File: src/rtl/wb_region_mux.sv
// wb_region_mux: Wishbone address-region demux with slave timeout and a 2-register debug window.
// Revision 1.0
`default_nettype none

module wb_region_mux #(
  parameter int          NUM_REGIONS    = 4,
  parameter int          REGION_LSB     = 16,
  parameter int          TIMEOUT_CYCLES = 255,
  parameter logic [31:0] DBG_BASE       = 32'h300F_FFF8
) (
  input  logic                     wb_clk_i,
  input  logic                     wb_rst_i,
  input  logic                     wbs_cyc_i,
  input  logic                     wbs_stb_i,
  input  logic                     wbs_we_i,
  input  logic [3:0]               wbs_sel_i,
  input  logic [31:0]              wbs_adr_i,
  input  logic [31:0]              wbs_dat_i,
  output logic                     wbs_ack_o,
  output logic [31:0]              wbs_dat_o,
  output logic [NUM_REGIONS-1:0]   s_cyc_o,
  output logic                     s_stb_o,
  output logic                     s_we_o,
  output logic [3:0]               s_sel_o,
  output logic [31:0]              s_adr_o,
  output logic [31:0]              s_dat_o,
  input  logic [NUM_REGIONS-1:0]   s_ack_i,
  input  logic [32*NUM_REGIONS-1:0] s_dat_i,
  output logic                     timeout_irq_o
);

  localparam int          RW        = (NUM_REGIONS > 1) ? $clog2(NUM_REGIONS) : 1;
  localparam logic [RW:0] c_NUM     = (RW+1)'(NUM_REGIONS);
  localparam logic [15:0] c_TIMEOUT = 16'(TIMEOUT_CYCLES);
  localparam logic [31:0] c_ERR     = 32'hDEAD_BEEF;

  localparam logic [1:0] S_IDLE = 2'd0;
  localparam logic [1:0] S_FWD  = 2'd1;
  localparam logic [1:0] S_RESP = 2'd2;

  logic [1:0]    r_state;
  logic [RW-1:0] r_region;
  logic [15:0]   r_timer;
  logic [31:0]   r_dat;
  logic [31:0]   r_scratch;
  logic          r_ack;
  logic          r_sticky;
  logic [7:0]    r_tcnt;
  logic [2:0]    r_last;

  logic          w_req;
  logic          w_dbg_hit;
  logic [RW-1:0] w_idx;
  logic          w_oor;
  logic [15:0]   w_timer_nxt;
  logic          w_tmo;
  logic [31:0]   w_reg1;
  logic [31:0]   w_dbg_rd;
  logic [2:0]    w_region_ext;
  logic          w_sel_ack;
  logic [31:0]   w_sel_dat;
  logic          w_fwd;

  assign w_req       = wbs_cyc_i & wbs_stb_i;
  assign w_dbg_hit   = (wbs_adr_i[31:3] == DBG_BASE[31:3]);
  assign w_idx       = wbs_adr_i[REGION_LSB +: RW];
  assign w_oor       = ({1'b0, w_idx} >= c_NUM);
  assign w_timer_nxt = r_timer + 16'd1;
  assign w_tmo       = (w_timer_nxt == c_TIMEOUT);
  assign w_reg1      = {r_sticky, 20'd0, r_last, r_tcnt};
  assign w_dbg_rd    = wbs_adr_i[2] ? w_reg1 : r_scratch;
  assign w_fwd       = (r_state == S_FWD);

  always_comb begin
    w_region_ext           = '0;
    w_region_ext[RW-1:0]   = r_region;
  end

  // Only the latched region's ack/data are looked at; other acks are noise.
  always_comb begin
    w_sel_ack = 1'b0;
    w_sel_dat = '0;
    for (int r = 0; r < NUM_REGIONS; r++) begin
      if (r_region == RW'(r)) begin
        w_sel_ack = s_ack_i[r];
        w_sel_dat = s_dat_i[32*r +: 32];
      end
    end
  end

  for (genvar g = 0; g < NUM_REGIONS; g++) begin : g_cyc
    assign s_cyc_o[g] = w_fwd & wbs_cyc_i & (r_region == RW'(g));
  end

  assign s_stb_o       = w_fwd & wbs_stb_i;
  assign s_we_o        = wbs_we_i;
  assign s_sel_o       = wbs_sel_i;
  assign s_adr_o       = wbs_adr_i;
  assign s_dat_o       = wbs_dat_i;
  assign wbs_ack_o     = r_ack;
  assign wbs_dat_o     = r_dat;
  assign timeout_irq_o = r_sticky;

  always_ff @(posedge wb_clk_i) begin
    if (wb_rst_i) begin
      r_state   <= S_IDLE;
      r_region  <= '0;
      r_timer   <= '0;
      r_dat     <= '0;
      r_scratch <= '0;
      r_ack     <= 1'b0;
      r_sticky  <= 1'b0;
      r_tcnt    <= '0;
      r_last    <= '0;
    end else begin
      case (r_state)
        S_IDLE: begin
          r_ack   <= 1'b0;
          r_timer <= '0;
          if (w_req) begin
            if (w_dbg_hit) begin
              r_state <= S_RESP;
              r_ack   <= 1'b1;
              if (wbs_we_i) begin
                r_dat <= '0;
                if (wbs_adr_i[2]) begin
                  r_sticky <= 1'b0;
                  r_tcnt   <= '0;
                  r_last   <= '0;
                end else begin
                  for (int b = 0; b < 4; b++) begin
                    if (wbs_sel_i[b]) r_scratch[8*b +: 8] <= wbs_dat_i[8*b +: 8];
                  end
                end
              end else begin
                r_dat <= w_dbg_rd;
              end
            end else if (w_oor) begin
              r_dat   <= c_ERR;
              r_state <= S_RESP;
              r_ack   <= 1'b1;
            end else begin
              r_region <= w_idx;
              r_state  <= S_FWD;
            end
          end
        end
        S_FWD: begin
          if (!wbs_cyc_i) begin
            r_state <= S_IDLE;
            r_timer <= '0;
          end else if (w_sel_ack) begin
            // An ack on the timeout cycle still counts as a normal completion.
            r_dat   <= w_sel_dat;
            r_state <= S_RESP;
            r_ack   <= 1'b1;
            r_timer <= '0;
          end else if (w_tmo) begin
            r_dat    <= c_ERR;
            r_state  <= S_RESP;
            r_ack    <= 1'b1;
            r_timer  <= '0;
            r_sticky <= 1'b1;
            r_last   <= w_region_ext;
            if (r_tcnt != 8'hFF) r_tcnt <= r_tcnt + 8'd1;
          end else begin
            r_timer <= w_timer_nxt;
          end
        end
        S_RESP: begin
          r_ack   <= 1'b0;
          r_state <= S_IDLE;
        end
        default: begin
          r_ack   <= 1'b0;
          r_state <= S_IDLE;
        end
      endcase
    end
  end

endmodule

`default_nettype wire

File: config.mk
export PLATFORM = sky130hd
export DESIGN_NAME = wb_region_mux
export DESIGN_NICKNAME = d
export VERILOG_FILES = /design/src/rtl/wb_region_mux.sv
export SDC_FILE = /design/constraint.sdc
export NUM_CORES = 1
export LEC_CHECK = 0
export BUFFER_PORTS_ARGS = -buffer_cell sky130_fd_sc_hd__buf_4
export CORE_ASPECT_RATIO = 0.6
export CORE_MARGIN = 2
export CORE_UTILIZATION = 45
export CTS_BUF_LIST = sky130_fd_sc_hd__clkbuf_8
export DETAILED_ROUTE_END_ITERATION = 8
export PLACE_DENSITY = 0.88
export RECOVER_POWER = 50
export SYNTH_ARGS = -nofsm -noshare
export SYNTH_HDL_FRONTEND = slang
export SYNTH_SLANG_ARGS = --single-unit
File: constraint.sdc
create_clock -name wb_clk_i -period 4.1 [get_ports wb_clk_i]
set_clock_uncertainty 0.15 [all_clocks]
set_input_delay 0.41 -clock wb_clk_i [delete_from_list [all_inputs] [get_ports wb_clk_i]]
set_output_delay 0.41 -clock wb_clk_i [all_outputs]
set_load 0.02 [all_outputs]
; Yosys cells after proc, flatten, opt, wreduce, memory -nomap -nowiden
; Cells that the tools add are included.
[totals]
reg_bits = 97
in_bits = 205
output_inout_bits = 108
elab_cells = 109
[classes]
addsub = 2
eq_ne = 17
muxes = 56
bitwise_logic = 9
n_reduce_logical = 13
[op_table]
columns = operator, n
row1 = 32-bit two-way mux, 11
row2 = 8-bit two-way mux, 8
row3 = 32-bit one-hot mux with 2 select lines, 1
row4 = 16-bit two-way mux, 3
row5 = 16-bit one-hot mux with 2 select lines, 1
row6 = 29-bit by 27-bit == test with 1-bit output (second input constant), 1
row7 = 6-bit AND reduction, 4
row8 = 3-bit two-way mux, 7
row9 = 16-bit by 1-bit adder with 16-bit output (second input constant), 1
row10 = 16-bit by 8-bit == test with 1-bit output (second input constant), 1
row11 = 8-bit one-hot mux with 2 select lines, 1
row12 = 1-bit two-way mux, 15
row13 = 2-bit != test (second input constant), 7
row14 = 2-bit two-way mux, 5
row15 = 9-bit AND reduction, 1
row16 = 8-bit by 1-bit adder with 8-bit output (second input constant), 1
row17 = 8-bit != test (second input constant), 1
row18 = 8-bit AND reduction, 1
row19 = 1-bit AND, 7
row20 = 3-bit one-hot mux with 2 select lines, 1
row21 = 5-bit AND reduction, 1
row22 = 2-bit by 1-bit == test with 1-bit output (second input constant), 2
row23 = 2-bit == test (second input constant), 2
row24 = 2-bit zero test, 2
row25 = 9 further kinds, 12

; Depth between registers and ports, before layout
; Gate-level depths: netlist of the first run.
[logic_depth]
word_depth = 8
depth_mapped = 11
mapped_depth_nobuf = 8

; Worst setup path after synthesis of the first run
; No wires, ideal clock.
[synth_timing]
path_type = flip-flop to flip-flop
startpoint = register r_timer[0]
endpoint = register r_dat[0], in the netlist wbs_dat_o[0]
setup_ps = 74
arrival_ps = 2677
required_time_ps = 3876
setup_slack_ps = 1199
path_stages_with_launch = 11
n_path_buf = 2
synth_period_minus_slack_ps = 2901
cell_sequence = dfxtp_1 ha_1 buf_2 and3_1 and4_4 mux2i_1 or4_1 buf_2 o211a_4 or4_1 o21ai_0
[synth_via]
elab_chain_cells = 4
[synth_lines]
columns = element, line
row1 = "start, declared", 43  ; logic [15:0] r_timer;
row2 = "start signal, assigned", 167  ; r_timer <= w_timer_nxt;
row3 = 16-bit by 1-bit adder with 16-bit output, 68  ; assign w_timer_nxt = r_timer + 16'd1;
row4 = 16-bit by 8-bit == test with 1-bit output, 69  ; assign w_tmo = (w_timer_nxt == c_TIMEOUT);
row5 = 3-bit != test (no line), n/a
row6 = 5-bit AND reduction (no line), n/a
row7 = "end signal, assigned", 136  ; r_dat <= w_dbg_rd;
row8 = "end signal, assigned", 139  ; r_dat <= c_ERR;
row9 = "end signal, assigned", 154  ; r_dat <= w_sel_dat;
row10 = "end, declared", 44  ; logic [31:0] r_dat;
; No other way between the ends.
; A chain may end at the register's enable or synchronous reset.

; Worst setup path after layout of the first run
[layout_timing]
startpoint = register r_timer[0]
endpoint = register r_dat[12], in the netlist wbs_dat_o[12]
; The elaborated chain is that of the path after synthesis.

==> results.cfg, run 1 <==
[die]
core_um2 = 13100
io_pins = 313
initial_core_util = 0.468
die_y_um = 94.2
die_area_um2 = 14500
rows = 32
die_width_um = 154

[routing]
vias = 6593
drtAntennaViolNets = 0
vias_per_cell = 5.98
wire_per_inst_um = 21.1
drt_iter0_markers = 742
finalWirelength_um = 23200
drc = 0
drt-pass1-iter-count = 6

[grt]
grt_antenna_before_repair = 1
grt_pass1_vias = 5937
grt_pass1_wl_um = 33500
grt_use_total = 0.304
grt_max_degree = 82
gr-total-overflow = 0

[final_layout]
fin_cells = 1102
diodes = 0
num-nets-final = 1135
syn_to_final_growth_pct = 27.9
postLayoutCoreUtil = 0.598
drive_above_1_share = 0.297
design_area_um2 = 7800

[clock_network]
clkTransAtPathRegs_ns = 0.11
cts_tree = built
h-tree-depth = 3
root_buffer = clkbuf_8
clockBufferDepth = 2
cts_setup_buffers = 0
ctsHoldBuffers = 0
cts_sinks = 96
insertion_delay_ns = 0.38
cts_buffers = 9
postCtsResizedCells = 0

[synthesis]
netlist_area_um2 = 6100
synthMostInstantiatedCell = dfxtp_1
synth_cell_types = 54
ys.flop_type = dfxtp_1
synth_commonest_cells = 96 x dfxtp_1, 78 x nand2_1, 72 x buf_4, 69 x a21oi_1, 64 x o21ai_0
yosysTopAreaCell = dfxtp_1
synth_edf_count = 0
synth-warning-count = 0
synth-async-reset-ratio = 0
synth_top_area_share = 0.315
synth.area.top_cells = dfxtp_1 31%, mux4_2 12%, buf_4 8.9%, a21oi_1 5.7%, o21ai_0 5.2%
syn_inst = 722
yosysSeqAreaShare = 0.315
syn_nets = 930
syn_area_per_cell_um2 = 8.45
ys_ff_latch = 96

[place]
placed_cells = 1086
portBuffers = 308
dpl-instance-area_um2 = 7980
place_congestion = 1.00
pre_cts_ws_ns = 0.739
hpwl_um = 18600

[power]
p_leak_nw = 2.86
pwr_density_cell_nw_per_um2 = 259
ir_worst_vdd_uv = 153
power_mw = 2.02

[job]
drv_cap = 0

[setup_path]
rrSetupSlack_ns = 0.73
path_class = reg2reg
cp.arrival_ns = 3.51
end_kind = flop
rr_worst_depth = 9
cp_max_fo = 23
crit_required_ns = 4.23
start_kind = flop

[min_path]
hp-class = in2reg
hold_depth = 3

[outcome]
status = finished, final reports clean

[sta]
rsz0062_at_grt = no
timing.final.hold_violations = 0
fin_ws_ns = 0.726
hold_slack_ns = 0.135
tns_ns = 0
finalSetupViolations = 0
final_max_slew_viol_count = 0
finalCriticalPeriod_ns = 3.37
fin_crit_sh = 0.823
worst_pin_slew_ns = 1.23
slew_headroom = 0.183
max_freq_mhz = 296
==> logic make-up (layout without fill, tap and decap cells) <==
group | count (synthesis) | in the layout | share of synthesized area
buffers and inverters | 132 | 342 | 0.126
AND/OR/NAND/NOR | 237 | 237 | 0.198
XOR/XNOR | 10 | 10 | 0.0144
multiplexers | 54 | 54 | 0.154
adder cells (fa/ha/maj) | 3 | 3 | 0.00615
AO/OA/AOI/OAI | 190 | 190 | 0.186
flip-flops | 96 | 96 | 0.315
==> cell usage in the layout (no fill, tap or decap), types with 5 or more instances in the layout <==
| cell type | count |
|---|---|
| a211oi_1 | 12 |
| a21oi_1 | 69 |
| a22oi_1 | 7 |
| a311oi_1 | 15 |
| and2_1 | 7 |
| and3_1 | 7 |
| buf_4 | 218 |
| clkbuf_1 | 100 |
| clkbuf_8 | 9 |
| dfxtp_1 | 95 |
| inv_1 | 8 |
| mux2i_1 | 21 |
| mux4_2 | 32 |
| nand2_1 | 78 |
| nand3_1 | 58 |
| nand4_1 | 14 |
| nor2_1 | 19 |
| nor2b_1 | 5 |
| nor3_1 | 11 |
| nor4_1 | 5 |
| o21ai_0 | 63 |
| o31ai_1 | 6 |
| or4_1 | 10 |
| xor2_1 | 6 |
==> flip-flops by register name, indices dropped and copies added (netlist names) <==
name / count
r_timer: 16
r_tcnt: 8
wbs_dat_o: 32
wbs_ack_o: 1
timeout_irq_o: 1
r_region: 2
r_state: 2
r_last: 2
r_scratch: 32
==> power by group <==
| part | leakage [nW] | internal, mW | switching [mW] | total (mW) |
|---|---|---|---|---|
| combinational | 1.98 | 0.216 | 0.230 | 0.446 |
| clock | 0.0970 | 0.240 | 0.385 | 0.624 |
| sequential | 0.775 | 0.943 | 0.0108 | 0.954 |
==> layer usage <==
metal / part of all wire / wire, um / GRT usage
met4: 0.010 / 236 / 0.0478
met5: 0.00056 / 13 / 0
met2: 0.44 / 10200 / 0.449
met3: 0.15 / 3450 / 0.124
met1: 0.40 / 9320 / 0.425
==> layout make-up <==
type | instances | area (um^2)
clock buffer | 9 | 124
clock inverter | 7 | 72.6
fill | 1207 | 5250
tap | 170 | 213
sequential | 96 | 1920
inverter | 8 | 30.0
multi-input combinational | 494 | 3430
timing repair buffer | 318 | 2010
==> worst paths after layout <==
| path | from | end |
|---|---|---|
| min | wbs_dat_i[27] | r_scratch[27] |
| max reg2reg | r_timer[0] | wbs_dat_o[12] |
| max | r_timer[0] | wbs_dat_o[12] |
| min reg2reg | wbs_dat_o[31] | wbs_dat_o[31] |
==> worst max-delay path, stage by stage (launching register included) <==
cell and delay [ns]:
dfxtp_1 0.47, ha_1 0.38, and3_1 0.27, and4_4 0.27
mux2i_1 0.12, or4_1 0.70, o211ai_2 0.21, buf_4 0.30
a21oi_1 0.13, a311oi_1 0.27
Power figures use the tool's default switching activity.
==> run 2: changes to the inputs <==
--- a/config.mk
+++ b/config.mk
@@ -8,7 +8,7 @@
 export BUFFER_PORTS_ARGS = -buffer_cell sky130_fd_sc_hd__buf_4
 export CORE_ASPECT_RATIO = 0.6
 export CORE_MARGIN = 2
-export CORE_UTILIZATION = 45
+export CORE_UTILIZATION = 43
 export CTS_BUF_LIST = sky130_fd_sc_hd__clkbuf_8
 export DETAILED_ROUTE_END_ITERATION = 8
 export PLACE_DENSITY = 0.88
==> constraint.sdc (replaced) <==
create_clock -name wb_clk_i -period 3.1 [get_ports wb_clk_i]
set_clock_uncertainty 0.15 [all_clocks]
set_input_delay 0.31 -clock wb_clk_i [delete_from_list [all_inputs] [get_ports wb_clk_i]]
set_output_delay 0.31 -clock wb_clk_i [all_outputs]
set_load 0.02 [all_outputs]
==> run 2 against run 1 <==
  * Count of clock-buffer cells in the layout stayed put
  * Critical path depth shrank 2
  * Sequential cell count did not move
  * Sequential power up 32%
  * Global-route usage fell by 0.16 points
  * Final cell count grew 3.3%
  * Clock power grew 26%
  * Worst setup slack got worse by 0.55 ns
  * Via count rose by 0.97%
  * First-iteration DRC count shrank 15%
  * Wire length grew 3.8%
  * Non-clock buffer count up 14
  * Critical path type unchanged
  * Highest routed layer unchanged
==> results.cfg, run 2 (same netlist as run 1, synthesis figures left out) <==
[outcome]
status = finished, final reports clean

[sta]
slew_headroom = 0.181
rsz0062_at_grt = no
tns_ns = 0
finalSetupViolations = 0
timing.final.hold_violations = 0
finalCriticalPeriod_ns = 2.92
final_max_slew_viol_count = 0
fin_crit_sh = 0.942
max_freq_mhz = 343
worst_pin_slew_ns = 1.23
fin_ws_ns = 0.181

[clock_network]
cts_buffers = 9
insertion_delay_ns = 0.38
clkTransAtPathRegs_ns = 0.09
h-tree-depth = 3
cts_tree = built
root_buffer = clkbuf_8
cts_sinks = 96
clockBufferDepth = 2

[die]
die_y_um = 96.3
core_um2 = 13700
io_pins = 313
die_area_um2 = 15200
initial_core_util = 0.444
die_width_um = 158
rows = 33

[setup_path]
worstReg2RegEnd = wbs_dat_o[5]
rr_worst_depth = 7
cp_max_fo = 10
crit_required_ns = 3.25
end_kind = flop
reg2reg_from = r_timer[8]
path_class = reg2reg
crit_start = r_timer[8]
rrSetupSlack_ns = 0.18
cp.arrival_ns = 3.06
start_kind = flop

[power]
p_switching_mw = 0.807
combPwrFrac = 0.229
sw_frac_of_total = 0.304
power_frac_clock = 0.297
p_int_mw = 1.85
seq_power_share = 0.474
p_leak_nw = 2.93
pwr_density_cell_nw_per_um2 = 333
ir_worst_vdd_uv = 224

[grt]
grt_pass1_wl_um = 34100
grt_max_degree = 75
grt_use_total = 0.303
grt_pass1_vias = 5944
grt_antenna_before_repair = 2
gr-total-overflow = 0

[routing]
drt_iter0_markers = 633
finalWirelength_um = 24100
vias = 6657
drtAntennaViolNets = 0
drc = 0
drt-pass1-iter-count = 5
vias_per_cell = 5.85
wire_per_inst_um = 21.2

[min_path]
hold_depth = 2
min-delay-start = wb_rst_i
hp-class = in2reg
hold_end = r_timer[11]

[place]
dpl-instance-area_um2 = 8150
portBuffers = 308
pre_cts_ws_ns = -0.00370
place_congestion = 0.974
hpwl_um = 19500

[final_layout]
syn_to_final_growth_pct = 30.6
multi_input_area_um2 = 3430
final_cell_mix = 229 x buf_4, 100 x clkbuf_1, 92 x dfxtp_1
drive_above_1_share = 0.313
num-nets-final = 1149
mostFrequentLayoutCell = buf_4
seq_area_um2 = 1930
diodes = 0
design_area_um2 = 7970
filler_cell_count = 1350

[job]
drv_cap = 0
[run 2: cell types whose count changed in the layout (fill, tap and decap cells not counted), moves of 3 or more]
cell,change
dfxtp_1,-3
buf_4,+11
buf_12,+3
dfxtp_2,+3
[run 2: power by group through the flow]
stage          logic [mW]  clock network (mW)  registers [mW]
5_1_grt             0.643               0.844            1.26
2_1_floorplan       0.326                   0            1.30
3_5_place_dp        0.651                   0            1.29
3_3_place_gp        0.644                   0            1.29
4_1_cts             0.653               0.801            1.26
6_report            0.607               0.789            1.26
[run 2: metal layers]
metal / routed length (um) / track usage
met5: 24 / 0
met4: 297 / 0.0614
met3: 3500 / 0.128
met2: 10100 / 0.417
met1: 10200 / 0.436
[run 2: critical path, cell delays in order (launching register included)]
cell and delay [ns]:
dfxtp_1 0.43, nand4_1 0.21, nor4_1 0.36, xor2_1 0.21
or4_4 0.64, o211a_4 0.30, or4_1 0.47, o21ai_0 0.09
[run 2: what timing repair did]
action	in CTS	in global routing
buffers inserted	0	0
hold buffers	0	0
setup endpoints to repair	9	31
pin swaps	0	0
resized for setup	1	3
[run 2: per-stage QoR]
| step | std cells | hold slack [ns] | power [mW] | util |
|---|---|---|---|---|
| 6_report | 1138 | 0.0363 | 2.66 | 0.580 |
| 5_1_grt | 1138 | 0.0268 | 2.75 | 0.580 |
| 4_1_cts | 1138 | 0.0218 | 2.71 | 0.607 |
| 3_5_place_dp | 1122 | 0.299 | 1.94 | 0.593 |
| 3_3_place_gp | 1122 | 0.292 | 1.93 | 0.593 |
| 2_1_floorplan | 722 | 0.284 | 1.62 | - |
[run 2: final cells by class]
| type | count | share of cell area |
|---|---|---|
| multi-input combinational | 494 | 0.431 |
| clock buffer | 9 | 0.0155 |
| inverter | 8 | 0.00377 |
| tap | 192 | 0.0301 |
| timing repair buffer | 332 | 0.270 |
| sequential | 96 | 0.242 |
| clock inverter | 7 | 0.00754 |
[run 2: worst max path at each step]
| stage | to | slack, ns | depth (start not counted) |
|---|---|---|---|
| after floorplan | wbs_dat_o[0] | 0.20 | 10 |
| after CTS | wbs_dat_o[1] | 0.09 | 8 |
| after detailed placement | wbs_dat_o[1] | -0.004 | 8 |
| after global placement | r_scratch[16] | 0.14 | 9 |
| after global routing | wbs_dat_o[3] | 0.02 | 7 |
| final | wbs_dat_o[5] | 0.18 | 7 |
